--- config.mk ---
export PLATFORM = sky130hd
export DESIGN_NAME = function_arbiter
export DESIGN_NICKNAME = d
export VERILOG_FILES = /design/src/rtl/function_arbiter_pkg.sv /design/src/rtl/function_arbiter_arb_pick.sv /design/src/rtl/function_arbiter.sv
export SDC_FILE = /design/constraint.sdc
export NUM_CORES = 1
export LEC_CHECK = 0
export BUFFER_PORTS_ARGS = -buffer_cell sky130_fd_sc_hd__buf_2
export CAP_MARGIN = 20
export CORE_MARGIN = 1
export CORE_UTILIZATION = 36
export CTS_BUF_LIST = sky130_fd_sc_hd__clkbuf_4 sky130_fd_sc_hd__clkbuf_8
export DETAILED_ROUTE_END_ITERATION = 8
export PLACE_DENSITY = 0.59
export SETUP_SLACK_MARGIN = 0.05
export SYNTH_ARGS = -nofsm -noshare
export SYNTH_HDL_FRONTEND = slang
export SYNTH_SLANG_ARGS = --single-unit
--- constraint.sdc ---
create_clock -name clk -period 2.6 [get_ports clk]
set_clock_uncertainty 0.05 [all_clocks]
set_input_delay 0.13 -clock clk [delete_from_list [all_inputs] [get_ports clk]]
set_output_delay 0.13 -clock clk [all_outputs]
set_load 0.01 [all_outputs]
--- src/rtl/function_arbiter_pkg.sv ---
// Shared encodings for the two-user vehicle-function arbiter.
`timescale 1ns/1ps
package function_arbiter_pkg;
    typedef enum logic [1:0] {ST_IDLE, ST_HOLD, ST_OPEN, ST_SWITCH} arb_state_t;

    localparam int FUNC_NONE = 0;
    localparam int PROF_W    = 2;

    localparam logic [1:0] GNT_NONE = 2'b00;
    localparam logic [1:0] GNT_U1   = 2'b01;
    localparam logic [1:0] GNT_U2   = 2'b10;
endpackage

--- src/rtl/function_arbiter_arb_pick.sv ---
// Combinational winner selection: higher profile wins, ties go to the user the rr pointer favours.
`timescale 1ns/1ps
module arb_pick
    import function_arbiter_pkg::*;
(
    input  logic [1:0]        effreq,
    input  logic [PROF_W-1:0] prof1,
    input  logic [PROF_W-1:0] prof2,
    input  logic              rr,
    output logic [1:0]        win
);
    always_comb begin
        win = GNT_NONE;
        case (effreq)
            2'b01: win = GNT_U1;
            2'b10: win = GNT_U2;
            2'b11: begin
                if (prof1 > prof2)      win = GNT_U1;
                else if (prof2 > prof1) win = GNT_U2;
                else                    win = rr ? GNT_U2 : GNT_U1;
            end
            default: win = GNT_NONE;
        endcase
    end
endmodule

--- src/rtl/function_arbiter.sv ---
// Timed ownership arbiter: minimum hold, profile preemption, fair rotation, dead cycle per owner change.
`timescale 1ns/1ps
module function_arbiter
    import function_arbiter_pkg::*;
#(
    parameter int MIN_HOLD  = 8,
    parameter int MAX_GRANT = 64,
    parameter int FW        = 3
) (
    input  logic              clk,
    input  logic              rst_n,
    input  logic [1:0]        req,
    input  logic [PROF_W-1:0] prof1,
    input  logic [PROF_W-1:0] prof2,
    input  logic [FW-1:0]     func1,
    input  logic [FW-1:0]     func2,
    output logic [1:0]        gnt,
    output logic [FW-1:0]     active_f,
    output logic [PROF_W-1:0] active_u,
    output logic              busy,
    output logic              preempt
);
    localparam int CW = $clog2(MAX_GRANT);
    localparam logic [CW-1:0] CNT_HOLD_END = CW'(MIN_HOLD - 1);
    localparam logic [CW-1:0] CNT_MAX      = CW'(MAX_GRANT - 1);

    arb_state_t        state_q, state_d;
    logic [CW-1:0]     cnt_q, cnt_d, cnt_inc;
    logic              rr_q, rr_d;
    logic [1:0]        gnt_d, effreq, win;
    logic [FW-1:0]     active_f_d;
    logic [PROF_W-1:0] active_u_d, other_prof;
    logic              preempt_d, owner_req, other_req, drop, grant_now;

    assign effreq[0]  = req[0] & (func1 != FW'(FUNC_NONE));
    assign effreq[1]  = req[1] & (func2 != FW'(FUNC_NONE));
    // gnt is the owner one-hot while holding, so its complement selects the waiter
    assign owner_req  = |(effreq & gnt);
    assign other_req  = |(effreq & ~gnt);
    assign other_prof = gnt[0] ? prof2 : prof1;
    assign cnt_inc    = (cnt_q == CNT_MAX) ? cnt_q : cnt_q + 1'b1;

    arb_pick u_pick (
        .effreq (effreq),
        .prof1  (prof1),
        .prof2  (prof2),
        .rr     (rr_q),
        .win    (win)
    );

    always_comb begin
        state_d    = state_q;
        cnt_d      = cnt_q;
        rr_d       = rr_q;
        gnt_d      = gnt;
        active_f_d = active_f;
        active_u_d = active_u;
        preempt_d  = 1'b0;
        drop       = 1'b0;
        grant_now  = 1'b0;
        case (state_q)
            ST_IDLE, ST_SWITCH: begin
                state_d    = ST_IDLE;
                gnt_d      = GNT_NONE;
                active_f_d = '0;
                active_u_d = '0;
                grant_now  = |win;
            end
            ST_HOLD: begin
                if (!owner_req) drop = 1'b1;
                else begin
                    if (cnt_q == CNT_HOLD_END) state_d = ST_OPEN;
                    cnt_d = cnt_inc;
                end
            end
            ST_OPEN: begin
                if (!owner_req) drop = 1'b1;
                else if (other_req && (other_prof > active_u)) begin
                    drop      = 1'b1;
                    preempt_d = 1'b1;
                end else if (other_req && (other_prof == active_u) && (cnt_q == CNT_MAX))
                    drop = 1'b1;
                else cnt_d = cnt_inc;
            end
            default: state_d = ST_IDLE;
        endcase
        if (drop) begin
            state_d    = ST_SWITCH;
            gnt_d      = GNT_NONE;
            active_f_d = '0;
            active_u_d = '0;
        end
        if (grant_now) begin
            state_d    = ST_HOLD;
            cnt_d      = '0;
            gnt_d      = win;
            active_f_d = win[0] ? func1 : func2;
            active_u_d = win[0] ? prof1 : prof2;
            rr_d       = win[0];
        end
    end

    always_ff @(posedge clk or negedge rst_n) begin
        if (!rst_n) begin
            state_q  <= ST_IDLE;
            cnt_q    <= '0;
            rr_q     <= 1'b0;
            gnt      <= GNT_NONE;
            active_f <= '0;
            active_u <= '0;
            busy     <= 1'b0;
            preempt  <= 1'b0;
        end else begin
            state_q  <= state_d;
            cnt_q    <= cnt_d;
            rr_q     <= rr_d;
            gnt      <= gnt_d;
            active_f <= active_f_d;
            active_u <= active_u_d;
            busy     <= |gnt_d;
            preempt  <= preempt_d;
        end
    end
endmodule
==> results.json, run 1 <==
{
  "cp_top_family": "compound AO/OA/AOI/OAI gates",
  "synth_flop_cell": "dfrtp_1",
  "netlist_instances": 112,
  "power_mw": 1.329,
  "dp_hpwl_um": 1844,
  "synth-async-reset-ratio": 1.000,
  "ys_top_cells_by_count": "dfrtp_1, mux2i_1, nand2_1",
  "finalSetupViolCount": 0,
  "cp-end-kind": "flop",
  "post_cts_buffers": 0,
  "cp_slowest_cell": "a2111oi_4",
  "area_growth_pct": 19.01,
  "path_buf_inv": 0,
  "netlist_area_mm2": 0.001139,
  "finalNetCount": 164,
  "synth_edf_count": 0,
  "cts_sinks": 18,
  "status": "finished clean",
  "synth_most_common_cell": "dfrtp_1",
  "yosys.area.top_type": "dfrtp_1",
  "nFillCells": 303,
  "core_mm2": 0.003028,
  "finalSetupTns_ns": 0,
  "fin_crit_ns": 2.411,
  "via_per_inst": 5.207,
  "rsz0062_at_grt": "no",
  "p_per_area_mw_per_mm2": 980.8,
  "crit_fanout": 8,
  "worstMarginPinSlew_ns": 0.5455,
  "numPortBuffers": 22,
  "max_freq_ghz": 0.4148,
  "cts_buffers": 3,
  "whs_ns": 0.07768,
  "cp_data_arrival_time_ns": 2.54,
  "worstPathRequired_ns": 2.73,
  "final_area_mm2": 0.001355,
  "drc": 0,
  "clock_path_buffers": 2,
  "grt_pass1_vias": 991,
  "post_cts_resize_count": 0,
  "num_rows": 20,
  "grt.overflow.total": 0,
  "drtAntennaViolNets": 0,
  "final_util": 0.4475,
  "dr.pass1.iters": 4,
  "die_w_um": 58.24,
  "htree_levels": 1,
  "grt_max_degree": 19,
  "irDropWorstVdd_mv": 0.4939,
  "slew_headroom": 0.6339,
  "cts-root-buf": "clkbuf_4",
  "io-pin-count": 23,
  "post_synth.cell_area_avg_um2": 10.17,
  "critPathLaunchType": "flop",
  "cap_violations": 0,
  "fin_crit_sh": 0.9273,
  "routed_wl_um": 2466,
  "path_cells": "nand2_1 > o21ai_0 > ha_1 > nor2b_1 > o21a_1 > a2111oi_4 > a21oi_1 > a31o_2",
  "drt_iter0_drc": 19,
  "routedWlPerCell_um": 13.40,
  "synth_seq_cells": 18,
  "yosysUniqueCellTypes": 34,
  "crit_path_max_incr_delay_ns": 0.57,
  "clk_pin_slew_ns": 0.11,
  "hp-class": "in2reg",
  "report.final.hold_viol_count": 0,
  "grt_antenna_before_repair": 0,
  "insertion_delay_ns": 0.29,
  "groute.usage.overall": 0.1637,
  "die_height_um": 58.24,
  "yosysSeqAreaShare": 0.3956,
  "grt_pass1_wl_um": 4243,
  "gp_congestion": 0.7765,
  "initial_core_util": 0.3760,
  "criticalPathCategory": "reg2reg",
  "dieArea_mm2": 0.003392,
  "netlist_top_cells_area": "dfrtp_1, ha_1, mux2i_1, o2bb2ai_1, nand2_1",
  "cts_tree": "done",
  "dpl_cell_area_mm2": 0.001315,
  "drive_gt1_frac": 0.2429,
  "n_antenna_cell": 0,
  "ys_warn_count": 0,
  "yosys.area.top_type_share": 0.3956,
  "vias": 958,
  "leakage_nw": 0.6834,
  "synthesis.nets": 134,
  "maxSlewViolCount": 0
}
layout make-up:
| class | instances | area, µm² | area share |
|---|---|---|---|
| repair buffers | 26 | 142.6 | 0.1053 |
| well taps | 44 | 55.05 | 0.04063 |
| multi-input cells | 85 | 654.4 | 0.4829 |
| flip-flops and latches | 18 | 450.4 | 0.3324 |
| inverters | 8 | 30.03 | 0.02216 |
| clock buffers | 3 | 22.52 | 0.01662 |
path summary, 6_finish.rpt:
path / from / endpoint / depth (start not counted) / slack [ns]
max: gnt[0] / cnt_q[2] / 8 / 0.19
min: prof1[1] / active_u[1] / 3 / 0.08
max reg2reg: gnt[0] / cnt_q[2] / 8 / 0.19
min reg2reg: active_f[2] / active_f[2] / 1 / 0.44
max in group asynchronous: rst_n / active_f[0] / 2 / 1.96
min in group asynchronous: rst_n / state_q[1] / 2 / 0.24
worst register-to-register path, delay by kind of cell (launching register included):
family                   cells  cell delay (ns)
AO/OA/AOI/OAI                5             1.23
flip-flops                   1             0.50
adder cells (fa/ha/maj)      1             0.29
AND/OR/NAND/NOR              2             0.24
sequential cells by signal (all words and copies together), names as in the netlist:
name / count
preempt: 1
state_q: 2
busy: 1
cnt_q: 6
active_f: 3
active_u: 2
rr_q: 1
gnt: 2
report_power, final:
group          internal, mW  leakage (nW)  switching, mW  total, mW
Clock                0.0538        0.0138         0.0850      0.139
Sequential            0.365         0.236         0.0630      0.428
Combinational         0.317         0.434          0.445      0.763
routing by layer:
layer  track usage  up-vias  part of all wire
li1              -      472                 -
met1        0.2103      459              0.47
met2        0.2660       25              0.48
met3       0.05134        2             0.043
met4       0.04422        0            0.0085
met5             0        -                 0
cell usage in the layout, fill, tap and decap left out, drive strengths merged:
cell,count
o21a,2
o2bb2ai,7
buf,25
nand2b,4
inv,8
mux2i,10
dlygate4sd3,1
dfrtp,18
nor3,3
o211ai,1
o32ai,1
nand3,2
xnor2,1
clkbuf,3
a31o,1
a22oi,1
o31a,2
nand3b,1
o22ai,1
or2,1
a2111oi,1
and3,3
a32o,1
o221ai,1
nand4,2
nand2,10
nor2,7
ha,8
a21oi,2
a21o,1
o31ai,1
or4,1
nor2b,3
o21ai,6
logic make-up (layout without fill, tap and decap cells):
| family | after synthesis | after routing | synth area share |
|---|---|---|---|
| adder cells (fa/ha/maj) | 8 | 8 | 0.08792 |
| AND/OR/NAND/NOR | 37 | 37 | 0.1670 |
| buffers and inverters | 9 | 37 | 0.02967 |
| AO/OA/AOI/OAI | 29 | 29 | 0.2242 |
| multiplexers | 10 | 10 | 0.08792 |
| XOR/XNOR | 1 | 1 | 0.007694 |
| flip-flops | 18 | 18 | 0.3956 |
stage by stage:
| step | setup WS (ns) | instances |
|---|---|---|
| 2_1_floorplan | 0.3669 | 112 |
| 3_3_place_gp | 0.3195 | 179 |
| 3_5_place_dp | 0.2431 | 179 |
| 4_1_cts | 0.2173 | 183 |
| 5_1_grt | 0.07302 | 184 |
| 6_report | 0.1890 | 184 |
what timing repair did:
action / CTS / global route
hold endpoints to repair: 18 / 0
hold buffers: 1 / 0
setup endpoints to repair: 0 / 0
Power figures use the tool's default switching activity.
==> inputs of run 2 (changes only) <==
--- a/config.mk
+++ b/config.mk
@@ -11,6 +11,7 @@
 export CORE_UTILIZATION = 36
 export CTS_BUF_LIST = sky130_fd_sc_hd__clkbuf_4 sky130_fd_sc_hd__clkbuf_8
 export DETAILED_ROUTE_END_ITERATION = 8
+export MAX_ROUTING_LAYER = met4
 export PLACE_DENSITY = 0.59
 export SETUP_SLACK_MARGIN = 0.05
 export SYNTH_ARGS = -nofsm -noshare
==> results.json, run 2 (synthesis results as in run 1) <==
{
  "final_util": 0.4475,
  "r2r-end": "cnt_q[2]",
  "post_cts_resize_count": 0,
  "final_area_mm2": 0.001355,
  "drive_gt1_frac": 0.2429,
  "largest_reg_flops": 6,
  "status": "finished clean",
  "finalSetupViolCount": 0,
  "p_per_area_mw_per_mm2": 981.0,
  "cts_sinks": 18,
  "grt.overflow.total": 0,
  "hold_depth": 3,
  "drc": 0,
  "fin_crit_sh": 0.9274,
  "htree_levels": 1,
  "critPathLaunchType": "flop",
  "groute.usage.overall": 0.1687,
  "regMostFlops": "cnt_q",
  "numPortBuffers": 22,
  "die_height_um": 58.24,
  "worstMarginPinSlew_ns": 0.5456,
  "whs_ns": 0.07772,
  "drt_iter0_drc": 19,
  "max_freq_ghz": 0.4147,
  "dieArea_mm2": 0.003392,
  "grt_pass1_vias": 991,
  "fin_crit_ns": 2.411,
  "gp_congestion": 0.7871,
  "n_antenna_cell": 0,
  "via_per_inst": 5.207,
  "clk_pin_slew_ns": 0.11,
  "grt_antenna_before_repair": 0,
  "report.final.hold_viol_count": 0,
  "hp-class": "in2reg",
  "maxSlewViolCount": 0,
  "criticalPathCategory": "reg2reg",
  "slew_headroom": 0.6338,
  "reg2reg_depth": 8,
  "reg2reg_slack_ns": 0.19,
  "insertion_delay_ns": 0.29,
  "leakage_nw": 0.6834,
  "die_w_um": 58.24,
  "dpl_cell_area_mm2": 0.001315,
  "cp-end-kind": "flop",
  "worstHoldStart": "prof1[1]",
  "core_mm2": 0.003028,
  "initial_core_util": 0.3760,
  "routedWlPerCell_um": 13.40,
  "timing.rr.start": "gnt[0]",
  "cts_tree": "done",
  "finalNetCount": 164,
  "routed_wl_um": 2466,
  "drtAntennaViolNets": 0,
  "reg_top3": "cnt_q (6), active_f (3)",
  "cts_buffers": 3,
  "worstPathRequired_ns": 2.73,
  "grt_pass1_wl_um": 4236,
  "num_rows": 20,
  "cp_data_arrival_time_ns": 2.54,
  "final_common_cell": "buf_2",
  "crit_fanout": 8,
  "post_cts_buffers": 0,
  "grt_max_degree": 19,
  "mostFrequentLayoutCells": "buf_2, dfrtp_1, nand2_1, mux2i_1",
  "dr.pass1.iters": 4,
  "cts_hold_buf": 1,
  "cts-root-buf": "clkbuf_4",
  "cap_violations": 0,
  "vias": 958,
  "rsz0062_at_grt": "no",
  "io-pin-count": 23,
  "clock_path_buffers": 2,
  "min_to": "active_u[1]",
  "area_growth_pct": 19.01,
  "irDropWorstVdd_mv": 0.4937,
  "dp_hpwl_um": 1844,
  "finalSetupTns_ns": 0
}
run 2: cell counts in the layout (fill, tap and decap cells not counted):
No cell type changed its count.
run 2: how the worst max path moves through the flow:
stage,start,to,slack (ns),depth (start not counted)
floorplan,gnt[0],cnt_q[2],0.37,8
global placement,gnt[0],cnt_q[2],0.32,8
detailed placement,gnt[0],cnt_q[2],0.24,8
CTS,gnt[0],cnt_q[2],0.22,8
global route,gnt[0],cnt_q[2],0.07,8
finish,gnt[0],cnt_q[2],0.19,8
run 2: cell type report:
class	count	area, µm²
fill	303	1673
multi-input combinational	85	654.4
sequential	18	450.4
timing repair buffer	26	142.6
tap	44	55.05
inverter	8	30.03
clock buffer	3	22.52
run 2: through the flow:
| stage | power [mW] | setup slack [ns] | instances |
|---|---|---|---|
| 3_5_place_dp | 1.171 | 0.2431 | 179 |
| 5_1_grt | 1.446 | 0.07302 | 184 |
| 4_1_cts | 1.318 | 0.2173 | 183 |
| 3_3_place_gp | 1.158 | 0.3195 | 179 |
| 2_1_floorplan | 0.9475 | 0.3669 | 112 |
| 6_report | 1.329 | 0.1888 | 184 |
run 2: layer usage:
metal  up-vias  track usage  part of all wire
met2        25       0.2660              0.48
li1        472            -                 -
met1       459       0.2131              0.48
met4         0      0.04422            0.0073
met3         2      0.04688             0.037
met5         -            -                 0
run 2: report_power, final:
group / switching [mW] / internal [mW]
sequential: 0.0630 / 0.365
clock: 0.0849 / 0.0538
combinational: 0.446 / 0.317
total: 0.594 / 0.736
run 2: critical path, stage by stage, from the launching register on:
cell and delay [ns]:
dfrtp_1 0.50, nand2_1 0.10, o21ai_0 0.09, ha_1 0.29, nor2b_1 0.14, o21a_1 0.21
a2111oi_4 0.57, a21oi_1 0.13, a31o_2 0.22
==> inputs of run 3 (changes only) <==
--- a/config.mk
+++ b/config.mk
@@ -13,6 +13,7 @@
 export DETAILED_ROUTE_END_ITERATION = 8
 export MAX_ROUTING_LAYER = met4
 export PLACE_DENSITY = 0.59
+export RECOVER_POWER = 100
 export SETUP_SLACK_MARGIN = 0.05
 export SYNTH_ARGS = -nofsm -noshare
 export SYNTH_HDL_FRONTEND = slang
==> constraint.sdc (replaced) <==
create_clock -name clk -period 2.35 [get_ports clk]
set_clock_uncertainty 0.05 [all_clocks]
set_input_delay 0.1175 -clock clk [delete_from_list [all_inputs] [get_ports clk]]
set_output_delay 0.1175 -clock clk [all_outputs]
set_load 0.01 [all_outputs]
==> results.json, run 3 (synthesis results as in run 1) <==
{
  "status": "finished clean",
  "clk_pin_slew_ns": 0.10,
  "maxSlewViolCount": 0,
  "grt_max_degree": 19,
  "worstPathRequired_ns": 2.53,
  "slew_headroom": 0.3621,
  "grt_pass1_vias": 926,
  "cp-end-kind": "flop",
  "mostFrequentLayoutCells": "dfrtp_1, buf_2, clkbuf_1, nand2_1, mux2i_1",
  "irDropWorstVdd_mv": 0.8393,
  "path_cells": "nand2_1 > o21ai_0 > ha_1 > nor2b_1 > o21a_1 > o21a_1 > nor3_2 > clkbuf_1 > a32o_1",
  "reg_top3": "cnt_q (6), active_f (3)",
  "cp_data_arrival_time_ns": 2.31,
  "crit_fanout": 5,
  "p_per_area_mw_per_mm2": 1069,
  "crit_top_cell": "o21a_1",
  "num_rows": 20,
  "cts-root-buf": "clkbuf_4",
  "groute.usage.overall": 0.1568,
  "finalSetupViolCount": 0,
  "finalNetCount": 167,
  "drtAntennaViolNets": 0,
  "final_common_cell": "dfrtp_1",
  "post_cts_resize_count": 0,
  "cp_slowest_cell": "dfrtp_1",
  "regMostFlops": "cnt_q",
  "whs_ns": 0.06202,
  "drt_iter0_drc": 12,
  "hp-class": "in2reg",
  "report.final.hold_viol_count": 0,
  "core_mm2": 0.003028,
  "grt_antenna_before_repair": 0,
  "fin_crit_ns": 2.129,
  "cts_tree": "done",
  "n_antenna_cell": 0,
  "die_w_um": 58.24,
  "htree_levels": 1,
  "vias": 948,
  "dp_hpwl_um": 1886,
  "leakage_nw": 0.6552,
  "max_freq_ghz": 0.4698,
  "crit_path_max_incr_delay_ns": 0.45,
  "cts_buffers": 3,
  "routed.top_layer": "met4",
  "route.met2.wl_um": 1095,
  "cts_sinks": 18,
  "power_mw": 1.452,
  "routedWlPerCell_um": 12.44,
  "rsz0062_at_grt": "no",
  "grt_pass1_wl_um": 3967,
  "fin_crit_sh": 0.9058,
  "finalSetupTns_ns": 0,
  "initial_core_util": 0.3760,
  "met1Wirelength_um": 1146,
  "via_per_inst": 5.070,
  "area_growth_pct": 19.23,
  "clock_path_buffers": 2,
  "routed_wl_um": 2326,
  "numPortBuffers": 22,
  "worstMarginPinSlew_ns": 0.9569,
  "dr.pass1.iters": 4,
  "criticalPathCategory": "reg2reg",
  "grt.overflow.total": 0,
  "insertion_delay_ns": 0.30,
  "met3_length_um": 58,
  "reg2reg_slack_ns": 0.22,
  "largest_reg_flops": 6,
  "drc": 0,
  "gp_congestion": 0.7933,
  "cap_violations": 0,
  "critPathLaunchType": "flop",
  "dieArea_mm2": 0.003392,
  "drive_gt1_frac": 0.1748,
  "die_height_um": 58.24,
  "io-pin-count": 23,
  "nFillCells": 298
}
run 3: changes by cell type in the layout (fill, tap and decap cells not counted):
cell,before,now
o21ai_0,4,5
buf_2,22,12
buf_4,3,4
clkbuf_1,0,12
o21ai_1,2,1
run 3: cell type report:
class	count	area [µm²]	share of cell area
Timing Repair Buffer	29	145.1	0.1069
Clock buffer	3	22.52	0.01659
Inverter	8	30.03	0.02212
Sequential cell	18	450.4	0.3318
Tap cell	44	55.05	0.04055
Multi-Input combinational cell	85	654.4	0.4820
run 3: report_power, final:
| part | leakage [nW] | internal (mW) | switching [mW] |
|---|---|---|---|
| combinational | 0.406 | 0.343 | 0.491 |
| clock | 0.0138 | 0.0597 | 0.0923 |
| sequential | 0.236 | 0.404 | 0.0622 |
run 3: path summary, 6_finish.rpt:
path,from,end,cells after the start
setup / recovery,gnt[0],gnt[1],9
hold / removal,prof1[1],active_u[1],3
setup reg to reg,gnt[0],gnt[1],9
hold reg to reg,active_f[1],active_f[1],1
max in group asynchronous,rst_n,active_f[1],2
min in group asynchronous,rst_n,cnt_q[4],2
run 3: metrics by stage:
step                      setup slack [ns]  area [µm²]  cells    util
final                               0.2214        1358    187  0.4483
after global routing               0.07826        1358    187  0.4483
after CTS                          0.06034        1370    186  0.4525
after detailed placement           0.07725        1338    182  0.4417
after global placement              0.1246        1338    182  0.4417
after floorplan                     0.1169        1139    112       -
run 3: worst max-delay path, delay by kind of cell (launching register included):
family | cells | cell delay [ns]
compound gates | 4 | 0.66
fa+ha+maj | 1 | 0.28
buf+inv | 1 | 0.23
flops | 1 | 0.45
simple gates | 3 | 0.39
run 3: metal layers:
layer  vias up  track usage
met2        11       0.2529
met1       459       0.1972
met4         0      0.03741
li1        476            -
met5         -            -
met3         2      0.04018
run 3: timing repair:
item,4_1_cts,5_1_grt
endpoints found under the setup margin,0,6
setup buffers,0,1
hold buffers,1,0
hold endpoints to repair,18,0
